[src/rtl/crc_stream_pkg.sv]
// Shared types and bit-level helpers for the streaming CRC engine.
// CRC arithmetic works on a CRC_MAX_W-bit register with the CRC left-aligned at the MSB.
package crc_stream_pkg;

  localparam int CRC_MAX_W = 32;

  typedef enum logic [1:0] {
    IDLE = 2'd0,
    BUSY = 2'd1,
    DONE = 2'd2
  } state_t;

  function automatic logic [7:0] reflect8(input logic [7:0] b);
    logic [7:0] r;
    for (int i = 0; i < 8; i++) r[i] = b[7-i];
    return r;
  endfunction

  // Reverses the low 'width' bits of v; the result sits in the low bits.
  function automatic logic [CRC_MAX_W-1:0] reflectCrc(input logic [CRC_MAX_W-1:0] v,
                                                       input int width);
    logic [CRC_MAX_W-1:0] r;
    for (int i = 0; i < CRC_MAX_W; i++) r[i] = v[CRC_MAX_W-1-i];
    return r >> (CRC_MAX_W - width);
  endfunction

  // One byte, MSB first; crc and poly are MSB-aligned so any width shares this code.
  function automatic logic [CRC_MAX_W-1:0] crcByteStep(input logic [CRC_MAX_W-1:0] crc,
                                                        input logic [7:0]           dataByte,
                                                        input logic [CRC_MAX_W-1:0] poly);
    logic [CRC_MAX_W-1:0] c;
    logic                 fb;
    c = crc;
    for (int i = 7; i >= 0; i--) begin
      fb = c[CRC_MAX_W-1] ^ dataByte[i];
      c  = c << 1;
      if (fb) c = c ^ poly;
    end
    return c;
  endfunction

endpackage

[src/rtl/crc_word_update.sv]
// Combinational CRC update over the first byte_cnt_i bytes of a word (first byte at the MSB).
module crc_word_update
  import crc_stream_pkg::*;
#(
  parameter int CRC_WIDTH = 16,
  parameter int DWIDTH    = 32,
  parameter int BCNT_W    = 2
) (
  input  logic [CRC_WIDTH-1:0] crc_i,
  input  logic [DWIDTH-1:0]    word_i,
  input  logic [BCNT_W:0]      byte_cnt_i,
  input  logic [CRC_WIDTH-1:0] poly_i,
  input  logic                 ref_in_i,
  output logic [CRC_WIDTH-1:0] crc_o
);

  localparam int NB = DWIDTH / 8;
  localparam int SH = CRC_MAX_W - CRC_WIDTH;

  logic [CRC_MAX_W-1:0] c;
  logic [CRC_MAX_W-1:0] p;
  logic [7:0]           b;

  always_comb begin
    c = CRC_MAX_W'(crc_i) << SH;
    p = CRC_MAX_W'(poly_i) << SH;
    b = '0;
    for (int i = 0; i < NB; i++) begin
      b = word_i[DWIDTH-1-8*i -: 8];
      if (ref_in_i) b = reflect8(b);
      if (i < int'(byte_cnt_i)) c = crcByteStep(c, b, p);
    end
    crc_o = c[CRC_MAX_W-1 -: CRC_WIDTH];
  end

endmodule

[src/rtl/crc_stream_engine.sv]
// Streaming multi-word CRC engine with SOP/EOP framing and per-packet runtime configuration.
// Optional build macro CRC_STREAM_CHECK_EN adds expCrc/crcMatch result comparison.
module crc_stream_engine
  import crc_stream_pkg::*;
#(
  parameter int CRC_WIDTH = 16,
  parameter int DWIDTH    = 32,
  parameter int BCNT_W    = ($clog2(DWIDTH/8) < 1) ? 1 : $clog2(DWIDTH/8)
) (
  input  logic                 clk,
  input  logic                 rstN,
  input  logic [DWIDTH-1:0]    dataIn,
  input  logic                 inValid,
  output logic                 inReady,
  input  logic                 inSop,
  input  logic                 inEop,
  input  logic [BCNT_W-1:0]    inBytes,
  input  logic [CRC_WIDTH-1:0] genPoly,
  input  logic [CRC_WIDTH-1:0] initXorValue,
  input  logic                 refInEn,
  input  logic                 refOutEn,
  input  logic [CRC_WIDTH-1:0] finalXorValue,
  output logic [CRC_WIDTH-1:0] crcOut,
  output logic                 crcValid,
  output logic                 crcErr,
`ifdef CRC_STREAM_CHECK_EN
  input  logic [CRC_WIDTH-1:0] expCrc,
  output logic                 crcMatch,
`endif
  output logic [1:0]           dbgState
);

  localparam int              NB     = DWIDTH / 8;
  localparam logic [BCNT_W:0] NB_CNT = (BCNT_W+1)'(NB);

  state_t                 state_q, state_d;
  logic                   rdy_q;
  logic [CRC_WIDTH-1:0]   poly_q, poly_d;
  logic [CRC_WIDTH-1:0]   init_q, init_d;
  logic                   refIn_q, refIn_d;
  logic                   refOut_q, refOut_d;
  logic [CRC_WIDTH-1:0]   xor_q, xor_d;
  logic [CRC_WIDTH-1:0]   crc_q, crc_d;
  logic [CRC_WIDTH-1:0]   crcOut_q, crcOut_d;
  logic                   crcValid_q, crcValid_d;
  logic                   crcErr_q, crcErr_d;
`ifdef CRC_STREAM_CHECK_EN
  logic                   match_q, match_d;
`endif

  logic                   accept, sopAcc, finish;
  logic [CRC_WIDTH-1:0]   effPoly, effXor, updCrcIn, crcNext, finalCrc;
  logic                   effRefIn, effRefOut;
  logic [BCNT_W:0]        cntRaw, byteCnt;
  logic [CRC_MAX_W-1:0]   refl;

  // Handshake: a word transfers on a rising clk edge where inValid && inReady;
  // inValid may drop at any time, inReady is low only in reset and in DONE.
  assign inReady  = rdy_q && (state_q != DONE);
  assign accept   = inValid && inReady;
  assign sopAcc   = accept && inSop;
  assign finish   = accept && inEop && (inSop || (state_q == BUSY));
  assign dbgState = state_q;

  // A SOP word uses the live config; later words use the copy captured at SOP.
  assign effPoly   = sopAcc ? genPoly       : poly_q;
  assign effRefIn  = sopAcc ? refInEn       : refIn_q;
  assign effRefOut = sopAcc ? refOutEn      : refOut_q;
  assign effXor    = sopAcc ? finalXorValue : xor_q;
  assign updCrcIn  = sopAcc ? initXorValue  : crc_q;

  always_comb begin
    cntRaw  = {1'b0, inBytes} + (BCNT_W+1)'(1);
    byteCnt = NB_CNT;
    if (inEop) byteCnt = (cntRaw > NB_CNT) ? NB_CNT : cntRaw;
  end

  crc_word_update #(
    .CRC_WIDTH (CRC_WIDTH),
    .DWIDTH    (DWIDTH),
    .BCNT_W    (BCNT_W)
  ) u_word_update (
    .crc_i      (updCrcIn),
    .word_i     (dataIn),
    .byte_cnt_i (byteCnt),
    .poly_i     (effPoly),
    .ref_in_i   (effRefIn),
    .crc_o      (crcNext)
  );

  always_comb begin
    refl     = reflectCrc(CRC_MAX_W'(crcNext), CRC_WIDTH);
    finalCrc = (effRefOut ? refl[CRC_WIDTH-1:0] : crcNext) ^ effXor;
  end

  always_comb begin
    state_d    = state_q;
    poly_d     = poly_q;
    init_d     = init_q;
    refIn_d    = refIn_q;
    refOut_d   = refOut_q;
    xor_d      = xor_q;
    crc_d      = crc_q;
    crcOut_d   = crcOut_q;
    crcValid_d = 1'b0;
    crcErr_d   = 1'b0;
`ifdef CRC_STREAM_CHECK_EN
    match_d    = match_q;
`endif
    if (sopAcc) begin
      poly_d   = genPoly;
      init_d   = initXorValue;
      refIn_d  = refInEn;
      refOut_d = refOutEn;
      xor_d    = finalXorValue;
    end
    case (state_q)
      IDLE: begin
        if (accept) begin
          if (inSop) begin
            crc_d   = crcNext;
            state_d = BUSY;
          end else begin
            crcErr_d = 1'b1;
          end
        end
      end
      BUSY: begin
        if (accept) begin
          crc_d = crcNext;
          if (inSop) crcErr_d = 1'b1;
        end
      end
      DONE:    state_d = IDLE;
      default: state_d = IDLE;
    endcase
    if (finish) begin
      state_d    = DONE;
      crcOut_d   = finalCrc;
      crcValid_d = 1'b1;
`ifdef CRC_STREAM_CHECK_EN
      match_d    = (finalCrc == expCrc);
`else
`endif
    end
  end

  always_ff @(posedge clk or negedge rstN) begin
    if (!rstN) begin
      state_q    <= IDLE;
      rdy_q      <= 1'b0;
      poly_q     <= '0;
      init_q     <= '0;
      refIn_q    <= 1'b0;
      refOut_q   <= 1'b0;
      xor_q      <= '0;
      crc_q      <= '0;
      crcOut_q   <= '0;
      crcValid_q <= 1'b0;
      crcErr_q   <= 1'b0;
`ifdef CRC_STREAM_CHECK_EN
      match_q    <= 1'b0;
`endif
    end else begin
      state_q    <= state_d;
      rdy_q      <= 1'b1;
      poly_q     <= poly_d;
      init_q     <= init_d;
      refIn_q    <= refIn_d;
      refOut_q   <= refOut_d;
      xor_q      <= xor_d;
      crc_q      <= crc_d;
      crcOut_q   <= crcOut_d;
      crcValid_q <= crcValid_d;
      crcErr_q   <= crcErr_d;
`ifdef CRC_STREAM_CHECK_EN
      match_q    <= match_d;
`endif
    end
  end

  assign crcOut   = crcOut_q;
  assign crcValid = crcValid_q;
  assign crcErr   = crcErr_q;
`ifdef CRC_STREAM_CHECK_EN
  assign crcMatch = match_q;
`endif

endmodule

[config.mk]
export PLATFORM = sky130hd
export DESIGN_NAME = crc_stream_engine
export DESIGN_NICKNAME = d
export VERILOG_FILES = /design/src/rtl/crc_stream_pkg.sv /design/src/rtl/crc_word_update.sv /design/src/rtl/crc_stream_engine.sv
export SDC_FILE = /design/constraint.sdc
export NUM_CORES = 1
export LEC_CHECK = 0
export ABC_CLOCK_PERIOD_IN_PS = 16800
export BUFFER_PORTS_ARGS = -buffer_cell sky130_fd_sc_hd__buf_4
export CORE_MARGIN = 4
export CORE_UTILIZATION = 40
export DETAILED_ROUTE_END_ITERATION = 8
export PLACE_DENSITY = 0.55
export SLEW_MARGIN = 30
export SYNTH_ARGS = -nofsm -noshare
export SYNTH_HDL_FRONTEND = slang
export SYNTH_SLANG_ARGS = --single-unit
[constraint.sdc]
create_clock -name clk -period 16.8 [get_ports clk]
set_input_delay 1.68 -clock clk [delete_from_list [all_inputs] [get_ports clk]]
set_output_delay 1.68 -clock clk [all_outputs]
set_load 0.005 [all_outputs]
# == Word level (Yosys, flattened, before mapping) ==
# Cells that the tools add are included.
# word_totals
regBits,71
inputBits,89
out_inout_bits,21
elab_cells,189
# classes
addsub,1
magnitude_cmp,5
n_eq_ne,8
n_mux,90
n_bitwise,65
n_reduce_logical,10
# op_table
op,count
2-to-1 mux 32 bit,64
XOR 32 bit,32
2-to-1 mux 16 bit,7
2-to-1 mux 8 bit,4
case mux 16 bit (2 select lines),1
XOR 1 bit,32
XOR 16 bit,1
"inequality test 2 bit, second input constant",5
2-to-1 mux 1 bit,7
"< comparator 1 x 3 -> 1 bit, first input constant",2
"< comparator 2 x 3 -> 1 bit, first input constant",2
2-to-1 mux 2 bit,3
2-to-1 mux 3 bit,2
"inequality test 3 bit, second input constant",2
logical AND 1 bit,5
case mux 2 bit (2 select lines),1
AND reduction 4 bit,1
"adder 2 x 1 -> 3 bit, second input constant",1
"> comparator 3 bit, second input constant",1
AND reduction 3 bit,1
"== test 2 x 1 -> 1 bit, second input constant",1
logical NOT 2 bit,1
case mux 1 bit (2 select lines),1
nonzero test 2 bit,1
logical OR 1 bit,1

# == Depth between registers and ports, before layout ==
# depth
word_depth,105
mapped_depth,68

# == Cells and area by module ==
# From an unflattened synthesis, not the netlist that was laid out.
# hier_totals
cells_unflattened,2265
hier_area_um2,16981.3
# by_module_without_submodules
mod,instances,cells_per_inst,area_each_um2,seq_area_each_um2
crc_word_update,1,1922,13096.3,0.0
crc_stream_engine,1,343,3885.0,1776.7

# == Worst setup path after synthesis ==
# OpenSTA, ideal clock, no wires.
# synth_timing
kind,input port to flip-flop
startpoint,input inSop
endpoint,"register crcOut_q[1], in the netlist crcOut[1]"
setup_time_ns,0.125
t_arrival_ns,15.979
setup_slack_ns,0.697
path_stages,60
path_buffers,7
cell_sequence,and3_1 -> clkbuf_1 -> a22oi_1 -> a311oi_4 -> mux2i_1 -> xor2_1 -> nor2_1 -> a221o_1 -> nor2_2 -> xnor3_2 -> nor3_4 -> o21ai_1 -> a211o_1 -> a211oi_2 -> mux2_1 -> a311o_1 -> nor2_2 -> xnor2_1 -> [... 24 more ...] -> xnor2_1 -> xor2_1 -> mux2i_1 -> or3_1 -> clkbuf_1 -> and2_1 -> buf_2 -> o2111ai_4 -> xor2_2 -> xnor3_1 -> a211oi_4 -> buf_4 -> nor3_1 -> xnor2_1 -> mux2i_1 -> mux2i_1 -> xnor2_1 -> mux2_2
# synth_via
elab_chain_len,101
# synth_lines
element,line_no,text
"start, declared",crc_stream_engine.sv:15,"input logic inSop,"
logical AND 1 bit,crc_stream_engine.sv:61,assign sopAcc = accept && inSop;
2-to-1 mux 1 bit,-,
2-to-1 mux 8 bit,crc_word_update.sv:30,if (ref_in_i) b = reflect8(b);
XOR 1 bit,crc_stream_pkg.sv:35,fb = c[CRC_MAX_W-1] ^ dataByte[i];
2-to-1 mux 32 bit,crc_stream_pkg.sv:37,if (fb) c = c ^ poly;
2-to-1 mux 32 bit,crc_word_update.sv:31,"if (i < int'(byte_cnt_i)) c = crcByteStep(c, b, p);"
XOR 32 bit or XOR 1 bit (tied branches),"crc_stream_pkg.sv:37, crc_stream_pkg.sv:35",
2-to-1 mux 32 bit,crc_stream_pkg.sv:37,
[... 85 more ...],-,
XOR 32 bit or XOR 1 bit (tied branches),"crc_stream_pkg.sv:37, crc_stream_pkg.sv:35",
2-to-1 mux 32 bit,crc_stream_pkg.sv:37,
2-to-1 mux 32 bit,crc_word_update.sv:31,
XOR 32 bit or XOR 1 bit (tied branches),"crc_stream_pkg.sv:37, crc_stream_pkg.sv:35",
2-to-1 mux 32 bit,crc_stream_pkg.sv:37,
2-to-1 mux 32 bit,crc_word_update.sv:31,
2-to-1 mux 16 bit,crc_stream_engine.sv:93,finalCrc = (effRefOut ? refl[CRC_WIDTH-1:0] : crcNext) ^ effXor;
XOR 16 bit,crc_stream_engine.sv:93,
"end signal, assigned",crc_stream_engine.sv:173,crcOut_q <= crcOut_d;
"end, declared",crc_stream_engine.sv:44,"logic [CRC_WIDTH-1:0] crcOut_q, crcOut_d;"
# Parallel ways exist; a longest one is shown, timed or not. The select of a mux whose other input is x is not followed.
# A chain may end at the register's enable or synchronous reset.

# == Worst setup path after layout ==
# layout_timing
startpoint,input inSop
endpoint,"register crcOut_q[14], in the netlist crcOut[14]"
# layout_via
elab_chain_len,101
# layout_lines
element,line_no
logical AND 1 bit,crc_stream_engine.sv:61
2-to-1 mux 1 bit,-
2-to-1 mux 8 bit,crc_word_update.sv:30
XOR 1 bit,crc_stream_pkg.sv:35
2-to-1 mux 32 bit,crc_stream_pkg.sv:37
2-to-1 mux 32 bit,crc_word_update.sv:31
XOR 1 bit or XOR 32 bit (tied branches),"crc_stream_pkg.sv:35, crc_stream_pkg.sv:37"
2-to-1 mux 32 bit,crc_stream_pkg.sv:37
[... 85 more ...],-
XOR 32 bit or XOR 1 bit (tied branches),"crc_stream_pkg.sv:37, crc_stream_pkg.sv:35"
2-to-1 mux 32 bit,crc_stream_pkg.sv:37
2-to-1 mux 32 bit,crc_word_update.sv:31
XOR 32 bit or XOR 1 bit (tied branches),"crc_stream_pkg.sv:37, crc_stream_pkg.sv:35"
2-to-1 mux 32 bit,crc_stream_pkg.sv:37
2-to-1 mux 32 bit,crc_word_update.sv:31
2-to-1 mux 16 bit,crc_stream_engine.sv:93
XOR 16 bit,crc_stream_engine.sv:93
# Parallel ways exist; a longest one is shown, timed or not. The select of a mux whose other input is x is not followed.

==> results.toml <==
[run_status]
status = "finished, final reports clean"

[timing]
min_period_over_period = 0.977
final_hold_viol_count = 0
setup_violations = 0
finClkSkew_ns = 0.0183
finalMaxSlewViolations = 0
fmax_mhz = 60.9
maxSlewHeadroom = 0.363
fin_crit_ns = 16.42
worst_pin_slew_ns = 0.945

[routing]
drc = 0
dr.pass1.iters = 8
drt_wl_total_mm = 65.4
wire_per_inst_um = 22.9
antenna_left = 0
drt_iter0_drc = 1896
vias = 17000
via_per_inst = 5.97

[placement]
port-buffer-count = 109
hpwlAfterDp_mm = 49.7
place.gp.congestion = 0.954
place_inst = 2815

[floorplanning]
dieWidth_um = 206
die_h_um = 206
rows = 72
start_util = 0.406
fp.coreArea_sq_um = 38700
die_area_sq_um = 42500
pin_count = 110

[global_route]
track_usage = 0.296
grt_max_degree = 72
grt_antenna_before_repair = 0
grt_overflow_total = 0
grt_pass1_wl_mm = 97.5
grt_pass1_vias = 15900

[clock_network]
htreeDepth = 3
cts_root_buffer = "clkbuf_16"
cts_made_buffers = 9
clock_latency_ns = 0.35
cts_hold_buffers = 0
cts_sinks = 71
cts_buffer_depth = 2
cts_tree = "built"
clkSlewWorstSetupHoldPaths_ns = 0.06

[critical_path]
cp_top_family = "compound AO/OA/AOI/OAI gates"
slowest_stage = "or4_1"
max_stage_delay_ns = 0.52
cp.required_ns = 17.02
critical_path_peak_fanout = 16
crit_path_start_kind = "input port"
crit_path_frequent_cell = "buf_4"
endpoint_kind = "flip-flop"
crit_type = "in2reg"
path_buf_inv = 9
cp.arrival_ns = 16.64

[synth]
seq_area_frac_synth = 0.113
synth-edff-count = 0
synth_ff_type = "dfrtp_1"
synth_cells = 2195
syn_area_sq_um = 15700
yosys_warnings = 0
async_flop_share = 1.00
avgSynthCellArea_sq_um = 7.16
yosysTopAreaCellShare = 0.206
yosys-top-cells-area = "xnor2_1 (21%), dfrtp_1 (11%), nor2_1 (8.7%), mux2i_1 (6.6%), nand2_1 (5.0%)"
synth_nets = 2286
netlist-cell-type-count = 111
synth_top_cell_by_area = "xnor2_1"
synth-seq-cells = 71

[finish]
drive_above_1_share = 0.232
instances_no_fill = 2854
n_antenna_cell = 0
nets = 2422
layout_commonest_cell = "nor2_1"
syn_to_final_growth_pct = 21.1
final_cell_mix = "nor2_1 (358), xnor2_1 (356), buf_4 (293)"

[job]
drv_cap = 0

[min_path]
hp-class = "reg2reg"
worst min-delay path, delay by kind of cell (launching register included):
kind	cells	cell delay, ns
and+or+nand+nor	1	0.05
AOI/OAI and AO/OA	1	0.06
DFF	1	0.35
kinds of logic after synthesis:
family / count (synthesis) / share of synthesized area
compound gates: 494 / 0.222
xor+xnor: 457 / 0.281
buf+inv: 200 / 0.0502
fa+ha+maj: 2 / 0.00159
other cells: 1 / 0.000239
flops: 71 / 0.113
mux: 147 / 0.0975
simple gates: 823 / 0.234
cell usage after synthesis, types with 19 or more instances:
master      n
dfrtp_1    71
mux2_2     39
o21ai_0    72
a211oi_1   20
mux2i_1   104
clkbuf_1  135
nand2b_1   19
a21oi_1   123
nor3_1     67
nand3_1    46
xor2_1     53
o21ai_1    26
nand2_1   208
xnor2_1   369
nor2_1    363
a22oi_1    21
o211ai_1   29
layer usage:
metal,up-vias,routed length [um],global-route usage
li1,7942,-,-
met1,8159,27900,0.409
met2,802,29800,0.479
met3,133,5430,0.0439
met4,0,2310,0.0908
met5,-,0,0
metrics by stage:
step | hold WS (ns) | setup TNS [ns] | cell area [sq um] | worst slack (ns) | util
2_1_floorplan | 0.479 | 0 | 15700 | 0.697 | -
3_3_place_gp | 0.474 | -10.32 | 17900 | -0.563 | 0.463
3_5_place_dp | 0.479 | -16.78 | 17900 | -0.766 | 0.463
4_1_cts | 0.492 | 0 | 18300 | 0.0228 | 0.473
5_1_grt | 0.511 | -0.576 | 19000 | -0.0926 | 0.491
6_report | 0.490 | 0 | 19000 | 0.382 | 0.491
state kept, by name, indices dropped and copies added (netlist names):
signal and flops:
crcValid 1, crc_q 16, crcOut 16, refIn_q 1, poly_q 16, crcErr 1
xor_q 16, rdy_q 1, dbgState 2, refOut_q 1
worst paths after layout:
check                                        start                     end  slack (ns)  depth (start not counted)
max in group asynchronous                     rstN  crcOut[10]$_DFFE_PN0P_       14.95                          1
min                         crcOut[11]$_DFFE_PN0P_  crcOut[11]$_DFFE_PN0P_        0.49                          2
max                                          inSop  crcOut[14]$_DFFE_PN0P_        0.38                         61
min in group asynchronous                     rstN      xor_q[4]$_DFF_PN0_        1.35                          1
min reg2reg                 crcOut[11]$_DFFE_PN0P_  crcOut[11]$_DFFE_PN0P_        0.49                          2
max reg2reg                dbgState[1]$_DFFE_PN0P_  crcOut[14]$_DFFE_PN0P_        0.95                         60
final cells by class:
| cell class | instances | area (sq um) |
|---|---|---|
| Fill cell | 3887 | 19700 |
| Multi-Input combinational cell | 1925 | 13900 |
| Timing Repair Buffer | 299 | 2300 |
| Sequential cell | 71 | 1780 |
| Tap cell | 518 | 648 |
| Clock buffer | 10 | 239 |
| Inverter | 25 | 93.8 |
| Clock inverter | 6 | 42.5 |
repair_timing:
item	CTS	global route
cloned	0	1
endpoints found under the setup margin	28	32
gates resized for setup	11	110
pin swaps	3	33
buffers inserted	5	17
Power is not shown: default switching activity piles up to over one toggle a cycle in this logic, so the estimate is an artifact.
